File: src/rtl/quadc_tx_pattern.sv
// Quad 8-bit lane generator: buffered host stream, ramp, constant or mode-3 pattern.
// Define QUADC_TX_PRBS_EN to build per-lane PRBS-7 for mode 3 (zeros otherwise).
module quadc_tx_pattern #(
    parameter int SYNC_PERIOD = 1024,
    parameter int FIFO_DEPTH  = 16,
    parameter int PREFILL     = 4
) (
    input  logic        user_clk,
    input  logic        reset,
    input  logic        enable,
    input  logic [1:0]  mode,
    input  logic [7:0]  const_val,
    input  logic [31:0] s_data,
    input  logic        s_valid,
    output logic        s_ready,
    output logic [7:0]  adc0_data,
    output logic [7:0]  adc1_data,
    output logic [7:0]  adc2_data,
    output logic [7:0]  adc3_data,
    output logic        valid,
    output logic        sync,
    output logic [15:0] underflow_cnt
);
    localparam int AW = $clog2(FIFO_DEPTH);
    localparam int CW = AW + 1;
    localparam int SW = $clog2(SYNC_PERIOD);

    typedef enum logic [1:0] {IDLE = 2'd0, ARM = 2'd1, RUN = 2'd2} state_t;

    state_t        state_q, state_d;
    logic [1:0]    mode_q;
    logic [31:0]   mem [FIFO_DEPTH];
    logic [AW-1:0] wr_q, rd_q;
    logic [CW-1:0] cnt_q;
    logic [31:0]   lanes_q, lanes_d;
    logic          valid_q, valid_d;
    logic          sync_q, sync_d;
    logic [7:0]    base_q, base_d;
    logic [SW-1:0] scnt_q, scnt_d;
    logic [15:0]   uf_q, uf_d;
    logic          full, empty, push, pop, run_en, flush;

    assign full    = cnt_q == CW'(FIFO_DEPTH);
    assign empty   = cnt_q == '0;
    assign s_ready = (state_q != IDLE) && !full;
    assign push    = s_valid && s_ready;
    assign run_en  = (state_q == RUN) && enable;
    assign pop     = run_en && (mode_q == 2'd0) && !empty;
    assign flush   = state_d == IDLE;

`ifdef QUADC_TX_PRBS_EN
    logic [6:0] lfsr_q [4];
    logic [6:0] lfsr_d [4];
    logic [6:0] pnext  [4];
    logic [7:0] pbyte  [4];

    // x^7+x^6+1, eight steps per cycle, first generated bit in the LSB
    function automatic logic [14:0] prbs8(input logic [6:0] s_in);
        logic [6:0] s;
        logic [7:0] b;
        s = s_in;
        b = '0;
        for (int i = 0; i < 8; i++) begin
            b[i] = s[6] ^ s[5];
            s    = {s[5:0], b[i]};
        end
        return {s, b};
    endfunction

    always_comb begin
        for (int k = 0; k < 4; k++) begin
            {pnext[k], pbyte[k]} = prbs8(lfsr_q[k]);
        end
    end

    always_ff @(posedge user_clk or posedge reset) begin
        if (reset) begin
            for (int k = 0; k < 4; k++) lfsr_q[k] <= 7'(k + 1);
        end else begin
            for (int k = 0; k < 4; k++) lfsr_q[k] <= lfsr_d[k];
        end
    end
`endif

    always_ff @(posedge user_clk or posedge reset) begin
        if (reset) begin
            state_q <= IDLE;
            mode_q  <= 2'd0;
        end else begin
            state_q <= state_d;
            if (state_q == IDLE && enable) mode_q <= mode;
        end
    end

    always_comb begin
        state_d = state_q;
        case (state_q)
            IDLE: if (enable) state_d = ARM;
            ARM: begin
                if (!enable) state_d = IDLE;
                else if (mode_q != 2'd0 || cnt_q >= CW'(PREFILL)) state_d = RUN;
            end
            RUN:     if (!enable) state_d = IDLE;
            default: state_d = IDLE;
        endcase
    end

    always_comb begin
        lanes_d = '0;
        valid_d = 1'b0;
        sync_d  = 1'b0;
        base_d  = base_q;
        scnt_d  = scnt_q;
        uf_d    = uf_q;
`ifdef QUADC_TX_PRBS_EN
        for (int k = 0; k < 4; k++) lfsr_d[k] = lfsr_q[k];
`endif
        if (state_q == ARM) begin
            base_d = '0;
            scnt_d = '0;
`ifdef QUADC_TX_PRBS_EN
            for (int k = 0; k < 4; k++) lfsr_d[k] = 7'(k + 1);
`endif
        end
        if (run_en) begin
            sync_d  = scnt_q == '0;
            scnt_d  = (scnt_q == SW'(SYNC_PERIOD - 1)) ? '0 : scnt_q + 1'b1;
            valid_d = 1'b1;
            case (mode_q)
                2'd0: begin
                    if (!empty) begin
                        lanes_d = mem[rd_q];
                    end else begin
                        lanes_d = {4{8'h80}};
                        valid_d = 1'b0;
                        if (uf_q != 16'hFFFF) uf_d = uf_q + 1'b1;
                    end
                end
                2'd1: begin
                    lanes_d = {base_q + 8'd3, base_q + 8'd2,
                               base_q + 8'd1, base_q};
                    base_d  = base_q + 8'd4;
                end
                2'd2: lanes_d = {4{const_val}};
                default: begin
`ifdef QUADC_TX_PRBS_EN
                    lanes_d = {pbyte[3], pbyte[2], pbyte[1], pbyte[0]};
                    for (int k = 0; k < 4; k++) lfsr_d[k] = pnext[k];
`else
                    lanes_d = '0;
`endif
                end
            endcase
        end
    end

    always_ff @(posedge user_clk or posedge reset) begin
        if (reset) begin
            lanes_q <= '0;
            valid_q <= 1'b0;
            sync_q  <= 1'b0;
            base_q  <= '0;
            scnt_q  <= '0;
            uf_q    <= '0;
            wr_q    <= '0;
            rd_q    <= '0;
            cnt_q   <= '0;
        end else begin
            lanes_q <= lanes_d;
            valid_q <= valid_d;
            sync_q  <= sync_d;
            base_q  <= base_d;
            scnt_q  <= scnt_d;
            uf_q    <= uf_d;
            if (flush) begin
                wr_q  <= '0;
                rd_q  <= '0;
                cnt_q <= '0;
            end else begin
                if (push) wr_q <= wr_q + 1'b1;
                if (pop) rd_q <= rd_q + 1'b1;
                if (push && !pop) cnt_q <= cnt_q + 1'b1;
                else if (pop && !push) cnt_q <= cnt_q - 1'b1;
            end
        end
    end

    always_ff @(posedge user_clk) begin
        if (push) mem[wr_q] <= s_data;
    end

    assign adc0_data     = lanes_q[7:0];
    assign adc1_data     = lanes_q[15:8];
    assign adc2_data     = lanes_q[23:16];
    assign adc3_data     = lanes_q[31:24];
    assign valid         = valid_q;
    assign sync          = sync_q;
    assign underflow_cnt = uf_q;
endmodule
File: config.mk
export PLATFORM = sky130hd
export DESIGN_NAME = quadc_tx_pattern
export DESIGN_NICKNAME = d
export VERILOG_FILES = /design/src/rtl/quadc_tx_pattern.sv
export SDC_FILE = /design/constraint.sdc
export NUM_CORES = 1
export LEC_CHECK = 0
export CAP_MARGIN = 0
export CORE_MARGIN = 2
export CORE_UTILIZATION = 45
export DETAILED_ROUTE_END_ITERATION = 10
export DONT_BUFFER_PORTS = 1
export PLACE_DENSITY = 0.59
export SYNTH_ARGS = -nofsm -noshare
export SYNTH_HDL_FRONTEND = slang
export SYNTH_SLANG_ARGS = --single-unit
File: constraint.sdc
create_clock -name user_clk -period 4.4 [get_ports user_clk]
set_clock_uncertainty 0.1 [all_clocks]
set_input_delay 0.44 -clock user_clk [delete_from_list [all_inputs] [get_ports user_clk]]
set_output_delay 0.44 -clock user_clk [all_outputs]
set_load 0.01 [all_outputs]
==> metrics.md <==
| Metric | Value |
|---|---|
| Total routing resource utilization after global routing | `20.43%` |
| Fin Setup TNS | `0 ns` |
| Synthesized cell area | `23930 um2` |
| Slew at the pin closest to its max-slew limit | `1.160 ns` |
| Maxcap violations | `0` |
| Power density cells | `475.3 nW/um2` |
| Number of enable flip-flop cells after synthesis | `between 500 and 600` |
| Maximum number of pins on one net before global-route repair | `51` |
| Post-synthesis net count | `1352` |
| Relative slew slack | `22.67%` |
| # clock sinks | `around 600` |
| Async S/R FF share, synth | `about 14%` |
| Net switching power figure | `0.003139 W` |
| HPWL reported at the end of detailed placement | `32690 um` |
| Count of TritonRoute iterations in the first routing pass | `5` |
| Reg-to-reg startpoint | `rd_q[0]` |
| H-tree depth | `2` |
| Post-route clock period utilization | `73.21%` |
| Number of placement rows | `84` |
| Number of clock buffers inserted by TritonCTS | `59` |
| Worst-Skew Late Latency | `between 0.6 and 0.7 ns` |
| Buffer levels on the longest clock path | `3` |
| Vertical extent of the die | `about 230 um` |
| Register-to-Register Path Depth | `5` |
| Fraction of layout cells with a size suffix above 1 | `20.63%` |
| Global route total overflow | `0` |
| Combinational Power Share | `roughly 10%` |
| Internal power contribution | `0.009764 W` |
| Die area | `55040 um2` |
| Type of the tightest min-delay check | `input port to flop` |
| Most frequent standard cell in the layout excluding fill and tap cells | `edfxtp_1` |
| Number of max-slew violations in the final report | `0` |
| Hold Fails Final Rpt | `0` |
| Vias in the first global route | `12610` |
| Leakage power of the design | `around 8.8 nW` |
| Min Tclk post-route | `approximately 3.2 ns` |
| Antenna violations before repair | `3` |
| Critical path class | `flop to flop` |
| Final Routed Wirelength | `approximately 56000 um` |
| Sw Ratio | `between 20% and 30%` |
| Setup repair after global routing missed its margin | `no` |
| Post-CTS repair timing setup buffer count | `0` |
| Syn-to-layout area delta | `13.43%` |
| Fill cell count | `4227` |
| Hold Path End | `lanes_q[20]` |
| Overall power after layout | `roughly 0.013 W` |
| Cell types occupying the most area after synthesis | `edfxtp_1 (64%), mux4_2 (12%), dfrtp_1 (8.9%)` |
| R2r endpoint | `lanes_q[7]` |
| Dominant cell type by area after synthesis | `edfxtp_1` |
| Synthesized flop and latch total | `597` |
| Max rail drop VDD | `0.2854 mV` |
| Crit. End Element | `flop` |
| Wire length per cell after detailed routing | `26.99 um` |
| Number of primary I/O pins | `97` |
| Wire length of the first global-routing pass | `84120 um` |
| Endpoint arrival time on the critical path | `3.57 ns` |
| Initial Util | `between 40% and 50%` |
| Maximum frequency from static timing analysis | `310.4 MHz` |
| Antenna fix cells | `0` |
| Relative contribution of sequential cells to total power | `about 50%` |
| Multi-input gate area in the final layout | `between 6000 and 7000 um2` |
| Number of gates resized after CTS | `0` |
| Number of instances in the synthesized netlist | `1289` |
| Critical path fanouts, max | `27` |
| Worst hold slack | `0.05334 ns` |
| Clock network fraction of design power | `39.4%` |
| Hold Path Depth | `2` |
| FF/Latch Area | `between 15000 and 20000 um2` |
| Post-synthesis area per instance | `18.57 um2` |
| Number of nets in the layout | `1409` |
| Horizontal die dimension | `234.6 um` |
| TritonCTS clock tree | `done` |
| Clock Pin Slew Worst Setup and Hold Paths | `0.06 ns` |
| Number of warning messages in the yosys log | `0` |
| Kind of launch point of the worst setup path | `flop` |
| Number of port buffers | `0` |
| DRC errors left | `0` |
| Via density per instance | `5.840` |
| Root buffer cell | `clkbuf_16` |
| Fraction of post-synthesis cell area in the top cell type by area | `64.24%` |
| Routability-driven placement congestion ratio | `0.8508` |
| Flip-flop cell with the highest count after synthesis | `edfxtp_1` |
| Launch point of the worst hold path | `const_val[4]` |
| Post-Place Setup Slack | `1.236 ns` |
| Via count | `12170` |
| Most frequent cells in the layout | `edfxtp_1 (512), mux4_2 (127), dfrtp_1 (81), nand2_1 (62), nor2_1 (62)` |
| Final setup margin | `1.179 ns` |
| Core area | `52550 um2` |
| Fraction of the yosys area taken by sequential cells | `73.13%` |
| Number of routed nets with antenna violations | `0` |
| Initial DRC count | `1181` |
| Number of failing setup endpoints in the final timing report | `0` |
| Count of cell types in the netlist | `between 50 and 60` |
| Run status | `finished clean` |
| Data required time at the worst endpoint | `roughly 4.8 ns` |
| Worst R2R Setup Slack | `1.18 ns` |
## sequential cells by signal (all words and copies together), names as in the netlist
| name | cells |
|---|---|
| sync | 1 |
| base_q | 8 |
| scnt_q | 10 |
| valid | 1 |
| wr_q | 4 |
| underflow_cnt | 16 |
| mem | 512 |
| lanes_q | 32 |
| rd_q | 4 |
| mode_q | 2 |
| cnt_q | 5 |
| state_q | 2 |
## area by class of cell
cell class | instances | share of cell area [%]
clock buffer | 81 | 5.817
clock inverter | 30 | 1.364
inverter | 12 | 0.1705
multi-input combinational | 608 | 22.59
sequential | 597 | 64.52
tap | 688 | 3.171
timing repair buffer | 68 | 2.369
## per-stage QoR
step	util, %	cells	instance area (um2)
global route	51.66	2084	27150
CTS	51.66	2084	27150
global placement	47.22	1935	24820
detailed placement	47.22	1935	24820
floorplan	-	1289	23930
finish	51.66	2084	27150
## cell usage after synthesis, types with 7 or more instances
cell type  count
and2_1        15
o21ai_0       22
ha_1          16
dfrtp_1       85
edfxtp_1     512
and3_1        23
buf_1          8
mux2i_1       36
nand3_1       17
xor2_1        14
buf_2         27
mux4_2       127
xnor2_1       25
nor2_1        66
a22oi_1        7
clkbuf_1      34
a21oi_1       36
mux2_2        15
a211oi_1      20
nand2_1       62
inv_1         12
nand4_1       11
o22ai_1       26
## worst max-delay path: stages (launching register included)
cell and delay (ns):
dfrtp_2 0.75, buf_4 0.48, buf_4 0.38, mux2_2 0.38, a2111oi_0 0.72, o22ai_1 0.21
## power by group through the flow
| stage | registers [W] | clock network [W] | logic [W] |
|---|---|---|---|
| 2_1_floorplan | 0.00658 | 0 | 0.000849 |
| 3_3_place_gp | 0.00663 | 0 | 0.00119 |
| 3_5_place_dp | 0.00664 | 0 | 0.00120 |
| 4_1_cts | 0.00652 | 0.00518 | 0.00130 |
| 5_1_grt | 0.00655 | 0.00540 | 0.00141 |
| 6_report | 0.00652 | 0.00509 | 0.00129 |
## per-layer routing
metal	up-vias	share of wire (%)	global-route usage (%)
li1	5290	-	-
met1	6444	44	29.08
met2	352	48	32.83
met3	80	5.8	3.994
met4	4	1.7	4.718
met5	-	0.052	0
## cell families (layout without fill, tap and decap cells)
family                   Yosys count  in the layout  synth area share, %
AO/OA/AOI/OAI                    143            143                3.921
XOR/XNOR                          40             40                1.542
multiplexers                     178            178                14.16
buffers and inverters             84            191                1.537
flip-flops                       597            597                73.13
adder cells (fa/ha/maj)           17             17               0.9202
AND/OR/NAND/NOR                  230            230                4.784
## worst max path at each step
stage	startpoint	end	slack [ns]	depth (start not counted)
2_1_floorplan	cnt_q[4]	mem[0][0]	-0.20	4
3_3_place_gp	rd_q[0]	lanes_q[7]	1.19	5
3_5_place_dp	rd_q[0]	lanes_q[7]	1.24	5
4_1_cts	rd_q[0]	lanes_q[7]	1.20	5
5_1_grt	rd_q[0]	lanes_q[7]	1.08	5
6_report	rd_q[0]	lanes_q[7]	1.18	5
## what timing repair did
| action | 4_1_cts | 5_1_grt |
|---|---|---|
| endpoints found under the setup margin | 0 | 0 |
| hold endpoints to repair | 558 | 0 |
| hold buffers | 38 | 0 |
(Power assumes the default switching activity.)
